===== config.mk =====
export PLATFORM = sky130hd
export DESIGN_NAME = garage_occupancy_ctrl
export DESIGN_NICKNAME = d
export VERILOG_FILES = /design/src/rtl/garage_occupancy_ctrl.sv
export SDC_FILE = /design/constraint.sdc
export NUM_CORES = 1
export LEC_CHECK = 0
export ABC_AREA = 1
export ABC_CLOCK_PERIOD_IN_PS = 4700
export BUFFER_PORTS_ARGS = -buffer_cell sky130_fd_sc_hd__buf_4
export CORE_ASPECT_RATIO = 0.5
export CORE_MARGIN = 1.5
export CORE_UTILIZATION = 62
export CTS_CLUSTER_DIAMETER = 60
export DETAILED_ROUTE_END_ITERATION = 6
export GPL_TIMING_DRIVEN = 0
export PLACE_DENSITY_LB_ADDON = 0.15
export SETUP_SLACK_MARGIN = 0.02
export SLEW_MARGIN = 20
export SYNTH_ARGS = -nofsm -noshare
export SYNTH_HDL_FRONTEND = slang
export SYNTH_SLANG_ARGS = --single-unit

===== constraint.sdc =====
create_clock -name clk -period 4.7 [get_ports clk]
set_input_delay 0.47 -clock clk [delete_from_list [all_inputs] [get_ports clk]]
set_output_delay 0.47 -clock clk [all_outputs]
set_load 0.01 [all_outputs]

===== src/rtl/garage_occupancy_ctrl.sv =====
// garage_occupancy_ctrl: synchronised car sensors driving a saturating occupancy count,
// a timed entry gate, full/empty/reject/error status and registered BCD digits.
module garage_occupancy_ctrl #(
    parameter int CAPACITY    = 50,
    parameter int CNT_W       = 6,
    parameter int SYNC_STAGES = 2,
    parameter int GATE_TIME   = 16,
    parameter int TMR_W       = 5
) (
    input  logic             clk,
    input  logic             reset_n,
    input  logic             enable,
    input  logic             car_in,
    input  logic             car_out,
    output logic [CNT_W-1:0] count,
    output logic             full,
    output logic             empty,
    output logic             gate_open,
    output logic             reject,
    output logic             out_err,
    output logic [3:0]       tens,
    output logic [3:0]       ones
);
    typedef enum logic [1:0] {EMPTY, PARTIAL, FULL} state_t;
    state_t                 state_q, state_d;
    logic [SYNC_STAGES-1:0] in_sync_q, out_sync_q;
    logic                   in_prev_q, out_prev_q;
    logic [CNT_W-1:0]       count_q, count_d;
    logic [TMR_W-1:0]       tmr_q, tmr_d;
    logic                   reject_q, reject_d, out_err_q, out_err_d;
    logic [3:0]             tens_q, ones_q;
    logic                   in_evt, out_evt, not_empty, accept_in, do_out;

    always_ff @(posedge clk or negedge reset_n) begin
        if (!reset_n) begin
            in_sync_q  <= '0;
            out_sync_q <= '0;
            in_prev_q  <= 1'b0;
            out_prev_q <= 1'b0;
            count_q    <= '0;
            state_q    <= EMPTY;
            tmr_q      <= '0;
            reject_q   <= 1'b0;
            out_err_q  <= 1'b0;
            tens_q     <= '0;
            ones_q     <= '0;
        end else begin
            in_sync_q  <= {in_sync_q[SYNC_STAGES-2:0], car_in};
            out_sync_q <= {out_sync_q[SYNC_STAGES-2:0], car_out};
            in_prev_q  <= in_sync_q[SYNC_STAGES-1];
            out_prev_q <= out_sync_q[SYNC_STAGES-1];
            count_q    <= count_d;
            state_q    <= state_d;
            tmr_q      <= tmr_d;
            reject_q   <= reject_d;
            out_err_q  <= out_err_d;
            tens_q     <= 4'(int'(count_q) / 10);
            ones_q     <= 4'(int'(count_q) % 10);
        end
    end

    // A simultaneous exit frees a slot, so a full garage can still accept an entry.
    always_comb begin
        in_evt    = in_sync_q[SYNC_STAGES-1] & ~in_prev_q;
        out_evt   = out_sync_q[SYNC_STAGES-1] & ~out_prev_q;
        not_empty = count_q != '0;
        accept_in = in_evt & enable & ((count_q < CNT_W'(CAPACITY)) | (out_evt & not_empty));
        do_out    = out_evt & not_empty;
        count_d   = count_q + CNT_W'(accept_in) - CNT_W'(do_out);
        reject_d  = in_evt & ~accept_in;
        out_err_d = out_evt & ~not_empty & ~accept_in;
        tmr_d     = accept_in ? TMR_W'(GATE_TIME) : (tmr_q != '0 ? tmr_q - TMR_W'(1) : tmr_q);
        state_d   = count_d == '0 ? EMPTY : (count_d == CNT_W'(CAPACITY) ? FULL : PARTIAL);
    end

    assign count     = count_q;
    assign full      = state_q == FULL;
    assign empty     = state_q == EMPTY;
    assign gate_open = tmr_q != '0;
    assign reject    = reject_q;
    assign out_err   = out_err_q;
    assign tens      = tens_q;
    assign ones      = ones_q;
endmodule


==> results of run 1 <==
worst min path at each step:
stage	end	slack, ns	cells past startpoint
floorplan	count[0]$_DFF_PN0_	0.17	0
CTS	tmr_q[0]$_DFFE_PN0P_	0.1	1
detailed placement	out_sync_q[1]$_DFF_PN0_	0.34	0
global route	tmr_q[0]$_DFFE_PN0P_	0.11	1
finish	in_prev_q$_DFF_PN0_	0.09	1
global placement	in_sync_q[1]$_DFF_PN0_	0.33	0
cell families after synthesis:
kind of cell	Yosys count	share of synthesized area, %
fa+ha+maj	21	14.04
xor+xnor	8	3.641
simple gates	105	31.47
buf+inv	38	7.607
compound gates	20	6.632
flops	28	36.41
other cells	1	0.1949
state kept, by name, indices dropped and copies added (netlist names), 2 cells and up:
name	count
tens	3
state_q	2
count	6
tmr_q	5
in_sync_q	2
out_sync_q	2
ones	4
layout by cell type, fill, tap and decap left out, drive strengths merged:
cell / count
xnor2: 1
ha: 20
bufinv: 1
inv: 36
fa: 1
clkinv: 1
nand3: 22
clkbuf: 3
conb: 1
a31oi: 3
a211oi: 1
nor3: 2
dfrtp: 28
a21oi: 9
o21ai: 2
nor2: 22
xor2: 7
o211ai: 1
nand2: 52
o31ai: 2
nand4: 6
nor3b: 1
a21o: 1
buf: 23
a311oi: 1
through the flow:
step / setup slack (ns) / std cells
after global routing: 1.153 / 287
after detailed placement: 1.467 / 283
after CTS: 1.420 / 287
final: 1.400 / 287
after floorplan: 1.854 / 221
after global placement: 1.524 / 283
final cells by class:
class                   instances  area share, %
plain buffers                   1         0.3396
clock buffers                   3          1.868
clock inverters                 1          1.358
inverters                      37          6.282
multi-input cells             155          48.73
flip-flops and latches         28          31.69
well taps                      40          2.264
repair buffers                 22          7.470
worst reg2reg max path: cells and delay by family, from the launching register on:
| family | cells | cell delay, ns |
|---|---|---|
| and+or+nand+nor | 4 | 0.43 |
| buffers and inverters | 4 | 0.49 |
| xor gates and xnor gates | 1 | 0.28 |
| DFF | 1 | 0.51 |
| adders and majority gates | 4 | 1.15 |
| AOI/OAI and AO/OA | 2 | 0.35 |
layer usage:
| layer | vias up | part of all wire [%] | GRT usage [%] |
|---|---|---|---|
| met4 | 0 | 0.38 | 4.407 |
| li1 | 760 | - | - |
| met1 | 697 | 48 | 31.55 |
| met5 | - | 0 | 0 |
| met2 | 32 | 48 | 39.34 |
| met3 | 2 | 3.4 | 3.261 |
==> metrics.cfg, run 1 <==
[yosys]
synth_top_cell_by_area=dfrtp_1
synth_area_leaders=dfrtp_1 36%, ha_1 13%, nand2_1 7.8%
synthTopCellsByCount=40 x nand2_1, 28 x dfrtp_1, 28 x inv_1
ys.warnings.count=0
synth.most_common_cell=nand2_1
yosysUniqueCellTypes=33
synth_flop_cell=dfrtp_1
ys_seq_elements=28
netlist_area_sq_mm=0.001924
synth_top_area_share_pct=36.41
seq_area_frac_synth_pct=36.41
ys_async_sr_fraction_pct=100.0
synth_fp_nets=247
postSynthAreaPerCell_sq_um=8.707
synth_edf_count=0
synth_cells=221

[die]
die-area_sq_mm=0.003467
initial_core_util_pct=64.62
io_pins=24
core_area_sq_mm=0.002978
die_w_um=81.79
chipHeight_um=42.40
fp-row-count=14

[setup_path]
ff2ff_setup_slack_ns=1.40
ff2ff_path_depth=15
reg2reg_from=count[2]$_DFF_PN0_
path_max_fanout=8
critical_path.slowest_cell=dfrtp_1
arrival_ns=3.47
critPathMostFrequentCell=inv_1
critPathKind=register to register
rr_endpoint=state_q[0]$_DFF_PN0_
cp-end-kind=register
critPathBufInv=4
critPathLaunchType=register
cpPeakStageDelay_ns=0.51
worstPathRequired_ns=4.87
cp_num_cells=15
crit_end=state_q[0]$_DFF_PN0_
cp-startpoint=count[2]$_DFF_PN0_
path_delay_family=adder cells
worstPathCellList=inv_1, ha_1, nand2_1, nand3_1, nand2_1, ha_1, inv_1, ha_1, inv_1, fa_1, o31ai_1, xor2_1, nand4_1, o31ai_1, inv_1

[place]
dp_hpwl_mm=2.803
placed_area_sq_mm=0.002140
gp_congestion=0.8389
numPortBuffers=22

[drt]
via_per_inst=5.195
drc=0
wl_per_cell_um=12.83
drtIter0Drc=74
vias=1491
antenna_left=0
finalWirelength_mm=3.681
firstDrtPassIters=4

[clocking]
post_cts_resized=0
cts_sinks=28
cts_tree=done
cts_root_buffer=clkbuf_8
clkTransAtPathRegs_ns=0.09
cts_setup_buffers=0
cts_buffers=3
worstSkewPairLatency_ns=0.27
ctsHoldBuffers=0
htreeDepth=1
cts_max_path_buffers=2

[global_route]
grt_max_degree=29
grt_pass1_vias=1348
antenna_found_initial=0
grtUsageTotal_pct=23.04
gr-total-overflow=0
grt_pass1_wl_mm=6.003

[cells_and_area]
syn_to_final_growth_pct=14.89
nFillCells=233
nets=274
seq_area_sq_um=700.7
fin_util_pct=74.24
fin_area_sq_mm=0.002211
diodes=0
layout-drive-gt1-share_pct=25.91
multi_input_area_sq_mm=0.001077

[sta]
finalClockSkew_ns=0.001971
fin_crit_sh_pct=70.21
min_period_ns=3.300
setup_tns_ns=0
rsz0062_at_grt=false
hold_ws_ns=0.09113
finalHoldViolCount=0
setup_viol=0
timing.fmax_ghz=0.3031
slew_violations=0

[outcome]
outcome=finished clean

[hold_path]
hold_path_class=primary input to asynchronous set/reset pin

[run]
maxCapViolCount=0

Power of run 1 is left out: the tool's default activity adds up to more than one toggle a clock period on the data nets, which glitch-free logic cannot reach.
==> run 2: changes to the inputs <==
--- a/config.mk
+++ b/config.mk
@@ -6,11 +6,11 @@
 export NUM_CORES = 1
 export LEC_CHECK = 0
 export ABC_AREA = 1
-export ABC_CLOCK_PERIOD_IN_PS = 4700
+export ABC_CLOCK_PERIOD_IN_PS = 3350
 export BUFFER_PORTS_ARGS = -buffer_cell sky130_fd_sc_hd__buf_4
 export CORE_ASPECT_RATIO = 0.5
 export CORE_MARGIN = 1.5
-export CORE_UTILIZATION = 62
+export CORE_UTILIZATION = 58
 export CTS_CLUSTER_DIAMETER = 60
 export DETAILED_ROUTE_END_ITERATION = 6
 export GPL_TIMING_DRIVEN = 0
==> constraint.sdc (replaced) <==
create_clock -name clk -period 3.35 [get_ports clk]
set_input_delay 0.335 -clock clk [delete_from_list [all_inputs] [get_ports clk]]
set_output_delay 0.335 -clock clk [all_outputs]
set_load 0.01 [all_outputs]
==> run 2 against run 1 <==
Routed wire length rose by 3.2%. Clock skew rose by 0.0084 ns. Register-to-register slack got worse by 1.1 ns. Die area up 6.5%. Critical path depth unchanged. Largest cell class unchanged. Utilization fell by 2.0 points. Critical endpoint unchanged. Critical path type unchanged.
==> metrics.cfg, run 2 (synthesis results as in run 1) <==
[outcome]
outcome=finished clean

[setup_path]
cp_num_cells=15
ff2ff_path_depth=15
crit_end=state_q[0]$_DFF_PN0_
critPathKind=register to register
cp-startpoint=count[2]$_DFF_PN0_
cp-end-kind=register
critPathBufInv=4
arrival_ns=3.27
path_max_fanout=8
worstPathCellList=inv_2, ha_1, nand2_1, nand3_1, nand2_1, ha_1, inv_1, ha_1, inv_1, fa_1, o31ai_2, xor2_1, nand4_1, o31ai_1, inv_1
rr_endpoint=state_q[0]$_DFF_PN0_
path_delay_family=adder cells
critPathLaunchType=register
cpPeakStageDelay_ns=0.48
ff2ff_setup_slack_ns=0.26
worstPathRequired_ns=3.52
reg2reg_from=count[2]$_DFF_PN0_
critical_path.slowest_cell=dfrtp_2

[cells_and_area]
largest_register_ffs=6
layout-drive-gt1-share_pct=27.02
diodes=0
nets=275
fin_util_pct=72.24
mostFrequentLayoutCells=40 x nand2_1, 27 x inv_1, 27 x dfrtp_1
layout_commonest_cell=nand2_1
nFillCells=239
syn_to_final_growth_pct=15.73
fin_area_sq_mm=0.002227

[die]
io_pins=24
initial_core_util_pct=62.42
die_w_um=84.46
die-area_sq_mm=0.003693
fp-row-count=14
core_area_sq_mm=0.003083
chipHeight_um=43.73

[clocking]
cts_root_buffer=clkbuf_8
htreeDepth=1
cts_tree=done
worstSkewPairLatency_ns=0.28
clkTransAtPathRegs_ns=0.10
cts_max_path_buffers=2
cts_buffers=3
cts_sinks=28
cts_setup_buffers=0

[drt]
drc=0
finalWirelength_mm=3.798
firstDrtPassIters=7
drtIter0Drc=67
antenna_left=0
via_per_inst=5.285
vias=1522
wl_per_cell_um=13.19

[place]
dp_hpwl_mm=2.828
gp_congestion=0.8829
numPortBuffers=22
placed_area_sq_mm=0.002140

[global_route]
grt_pass1_vias=1422
grt_max_degree=29
gr-total-overflow=0
antenna_found_initial=0
grtUsageTotal_pct=22.09
grt_pass1_wl_mm=6.299

[sta]
setup_tns_ns=0
timing.fmax_ghz=0.3234
fin_crit_sh_pct=92.32
slew_violations=0
finalHoldViolCount=0
hold_ws_ns=0.1565
setup_viol=0
min_period_ns=3.093
finalClockSkew_ns=0.01037
rsz0062_at_grt=false

[hold_path]
hold_path_class=primary input to register

[run]
maxCapViolCount=0

==> run 2: stage by stage <==
step	cells	setup slack [ns]
finish	288	0.2574
CTS	288	0.08689
global placement	283	0.1754
detailed placement	283	0.1402
floorplan	221	0.5043
global route	288	0.06273
==> run 2: worst min path at each step <==
stage	slack [ns]	start	end	cells past startpoint
floorplan	0.04	reset_n	count[0]$_DFF_PN0_	0
global placement	0.26	reset_n	out_sync_q[1]$_DFF_PN0_	1
detailed placement	0.27	reset_n	out_sync_q[1]$_DFF_PN0_	1
CTS	0.15	car_out	out_sync_q[0]$_DFF_PN0_	1
global route	0.14	car_out	out_sync_q[0]$_DFF_PN0_	1
finish	0.16	car_out	out_sync_q[0]$_DFF_PN0_	1
==> run 2: cell type report <==
class / count / area [sq um] / share of cell area (%)
Timing Repair Buffer: 23 / 175.2 / 7.865
Inverter: 37 / 138.9 / 6.236
Clock inverter: 1 / 30.03 / 1.348
Clock buffer: 3 / 41.29 / 1.854
Multi-Input combinational cell: 155 / 1082 / 48.60
Buffer: 1 / 7.507 / 0.3371
Tap cell: 40 / 50.05 / 2.247
Sequential cell: 28 / 701.9 / 31.52
==> run 2: repair_timing <==
| item | in CTS | in global routing |
|---|---|---|
| resized for setup | 0 | 3 |
| setup endpoints to repair | 0 | 2 |
| endpoints found under the hold margin | 28 | 0 |
| hold buffers | 1 | 0 |
==> run 2: layer usage <==
| layer | vias to the layer above | wire [um] | track usage [%] |
|---|---|---|---|
| li1 | 762 | - | - |
| met1 | 721 | 1846 | 29.78 |
| met3 | 6 | 129 | 3.619 |
| met5 | - | 0 | 0 |
| met2 | 33 | 1775 | 38.08 |
| met4 | 0 | 46 | 6.129 |
Power of run 2 is left out for the same reason.
==> run 3: changes to the inputs <==
--- a/config.mk
+++ b/config.mk
@@ -6,11 +6,11 @@
 export NUM_CORES = 1
 export LEC_CHECK = 0
 export ABC_AREA = 1
-export ABC_CLOCK_PERIOD_IN_PS = 3350
-export BUFFER_PORTS_ARGS = -buffer_cell sky130_fd_sc_hd__buf_4
+export ABC_CLOCK_PERIOD_IN_PS = 2600
+export BUFFER_PORTS_ARGS = -buffer_cell sky130_fd_sc_hd__buf_2
 export CORE_ASPECT_RATIO = 0.5
 export CORE_MARGIN = 1.5
-export CORE_UTILIZATION = 58
+export CORE_UTILIZATION = 52
 export CTS_CLUSTER_DIAMETER = 60
 export DETAILED_ROUTE_END_ITERATION = 6
 export GPL_TIMING_DRIVEN = 0
==> constraint.sdc (replaced) <==
create_clock -name clk -period 2.6 [get_ports clk]
set_input_delay 0.26 -clock clk [delete_from_list [all_inputs] [get_ports clk]]
set_output_delay 0.26 -clock clk [all_outputs]
set_load 0.01 [all_outputs]
==> run 3 against run 2 <==
The run now ends with negative hold slack, negative setup slack left. Clock skew decreased by 0.0081 ns. Via count rose by 12%. Critical path depth is 3 lower. Worst hold slack got worse by 0.17 ns.
==> metrics.cfg, run 3 (synthesis results as in run 1) <==
[clocking]
htreeDepth=1
cts_max_path_buffers=2
cts_sinks=28
clkTransAtPathRegs_ns=0.09
ctsHoldBuffers=0
cts_root_buffer=clkbuf_8
cts_tree=done
worstSkewPairLatency_ns=0.27
cts_buffers=3

[cells_and_area]
layout-drive-gt1-share_pct=49.11
nets=308
largest_register_ffs=6
diodes=0
syn_to_final_growth_pct=36.87
fin_util_pct=75.45
mostFrequentLayoutCells=32 x buf_4, 31 x nand2_1, 23 x dfrtp_1
layout_commonest_cell=buf_4

[hold_path]
hold_path_class=primary input to asynchronous set/reset pin

[global_route]
gr-total-overflow=0
grt_pass1_wl_mm=6.762
grt_pass1_vias=1532
grtUsageTotal_pct=22.53
antenna_found_initial=0
grt_max_degree=29

[sta]
min_period_ns=2.749
slew_violations=0
relSlewSlack_pct=59.37
worst_pin_slew_ns=0.6094
setup_viol=5
finalHoldViolCount=28
finalClockSkew_ns=0.002249
fin_crit_sh_pct=105.7
hold_ws_ns=-0.01151
setup_tns_ns=-0.2919
rsz0062_at_grt=true
setup_slack_ns=-0.1494
timing.fmax_ghz=0.3637

[place]
gp_congestion=0.8262
numPortBuffers=22
dp_hpwl_mm=2.826

[outcome]
violations=negative hold slack, negative setup slack
outcome=finished with violations

[die]
die_w_um=89.03
die-area_sq_mm=0.004097
chipHeight_um=46.02
io_pins=24
fp-row-count=15
core_area_sq_mm=0.003491
initial_core_util_pct=55.13

[setup_path]
arrival_ns=2.90
critPathLaunchType=register
critPathKind=register to register
cp-end-kind=register
worstPathRequired_ns=2.75
path_max_fanout=4

[drt]
drc=0
vias=1699
via_per_inst=5.117
drtIter0Drc=60
finalWirelength_mm=4.813
wl_per_cell_um=14.50
antenna_left=0
firstDrtPassIters=4

[run]
maxCapViolCount=0

==> run 3: changes by cell type in the layout (fill, tap and decap cells not counted), sizes merged <==
cell,change
clkbuf,+1
clkinvlp,+1
bufinv,-1
dlygate4sd3,-1
inv,-1
buf,+34
==> run 3: area by class of cell <==
type,count,area [sq um]
sequential,28,706.9
tap,51,63.81
fill,256,857.1
buffer,1,7.507
timing repair buffer,56,376.6
clock buffer,4,55.05
multi-input combinational,155,1274
inverter,37,150.1
==> run 3: routing by layer <==
| metal | up-vias | global-route usage, % | share of wire (%) |
|---|---|---|---|
| li1 | 830 | - | - |
| met1 | 809 | 29.36 | 44 |
| met2 | 46 | 40.15 | 50 |
| met3 | 14 | 3.804 | 2.9 |
| met4 | 0 | 5.231 | 3.1 |
| met5 | - | 0 | 0 |
==> run 3: final timing paths <==
check	cells past startpoint	slack, ns	from	end
min in group clk	1	0.09	car_in	in_sync_q[0]$_DFF_PN0_
max in group asynchronous	1	2.18	reset_n	count[2]$_DFF_PN0_
setup / recovery	12	-0.15	count[0]$_DFF_PN0_	state_q[0]$_DFF_PN0_
hold / removal	1	-0.01	reset_n	state_q[0]$_DFF_PN0_
setup reg to reg	12	-0.15	count[0]$_DFF_PN0_	state_q[0]$_DFF_PN0_
hold reg to reg	0	0.36	in_sync_q[0]$_DFF_PN0_	in_sync_q[1]$_DFF_PN0_
==> run 3: timing repair <==
action,4_1_cts,5_1_grt
resized for setup,27,22
pin swaps,18,19
endpoints found under the setup margin,7,6
buffers inserted,23,11
hold endpoints to repair,0,0
==> run 3: worst max-delay path, stage by stage (launching register included) <==
cell	delay, ns
dfrtp_1	0.46
nor2_2	0.28
a31oi_4	0.14
ha_4	0.26
inv_4	0.05
ha_4	0.14
inv_4	0.04
fa_2	0.42
xor2_1	0.17
nor2_1	0.21
nand2_1	0.10
o31ai_1	0.25
inv_1	0.09
==> run 3: stage by stage <==
stage	cell area [sq um]	setup slack, ns	cells
2_1_floorplan	1939	-0.01993	221
4_1_cts	2461	-0.1025	321
5_1_grt	2634	-0.2576	332
3_3_place_gp	2113	-0.2859	294
3_5_place_dp	2113	-0.3353	294
6_report	2634	-0.1494	332
Power of run 3 is left out for the same reason.
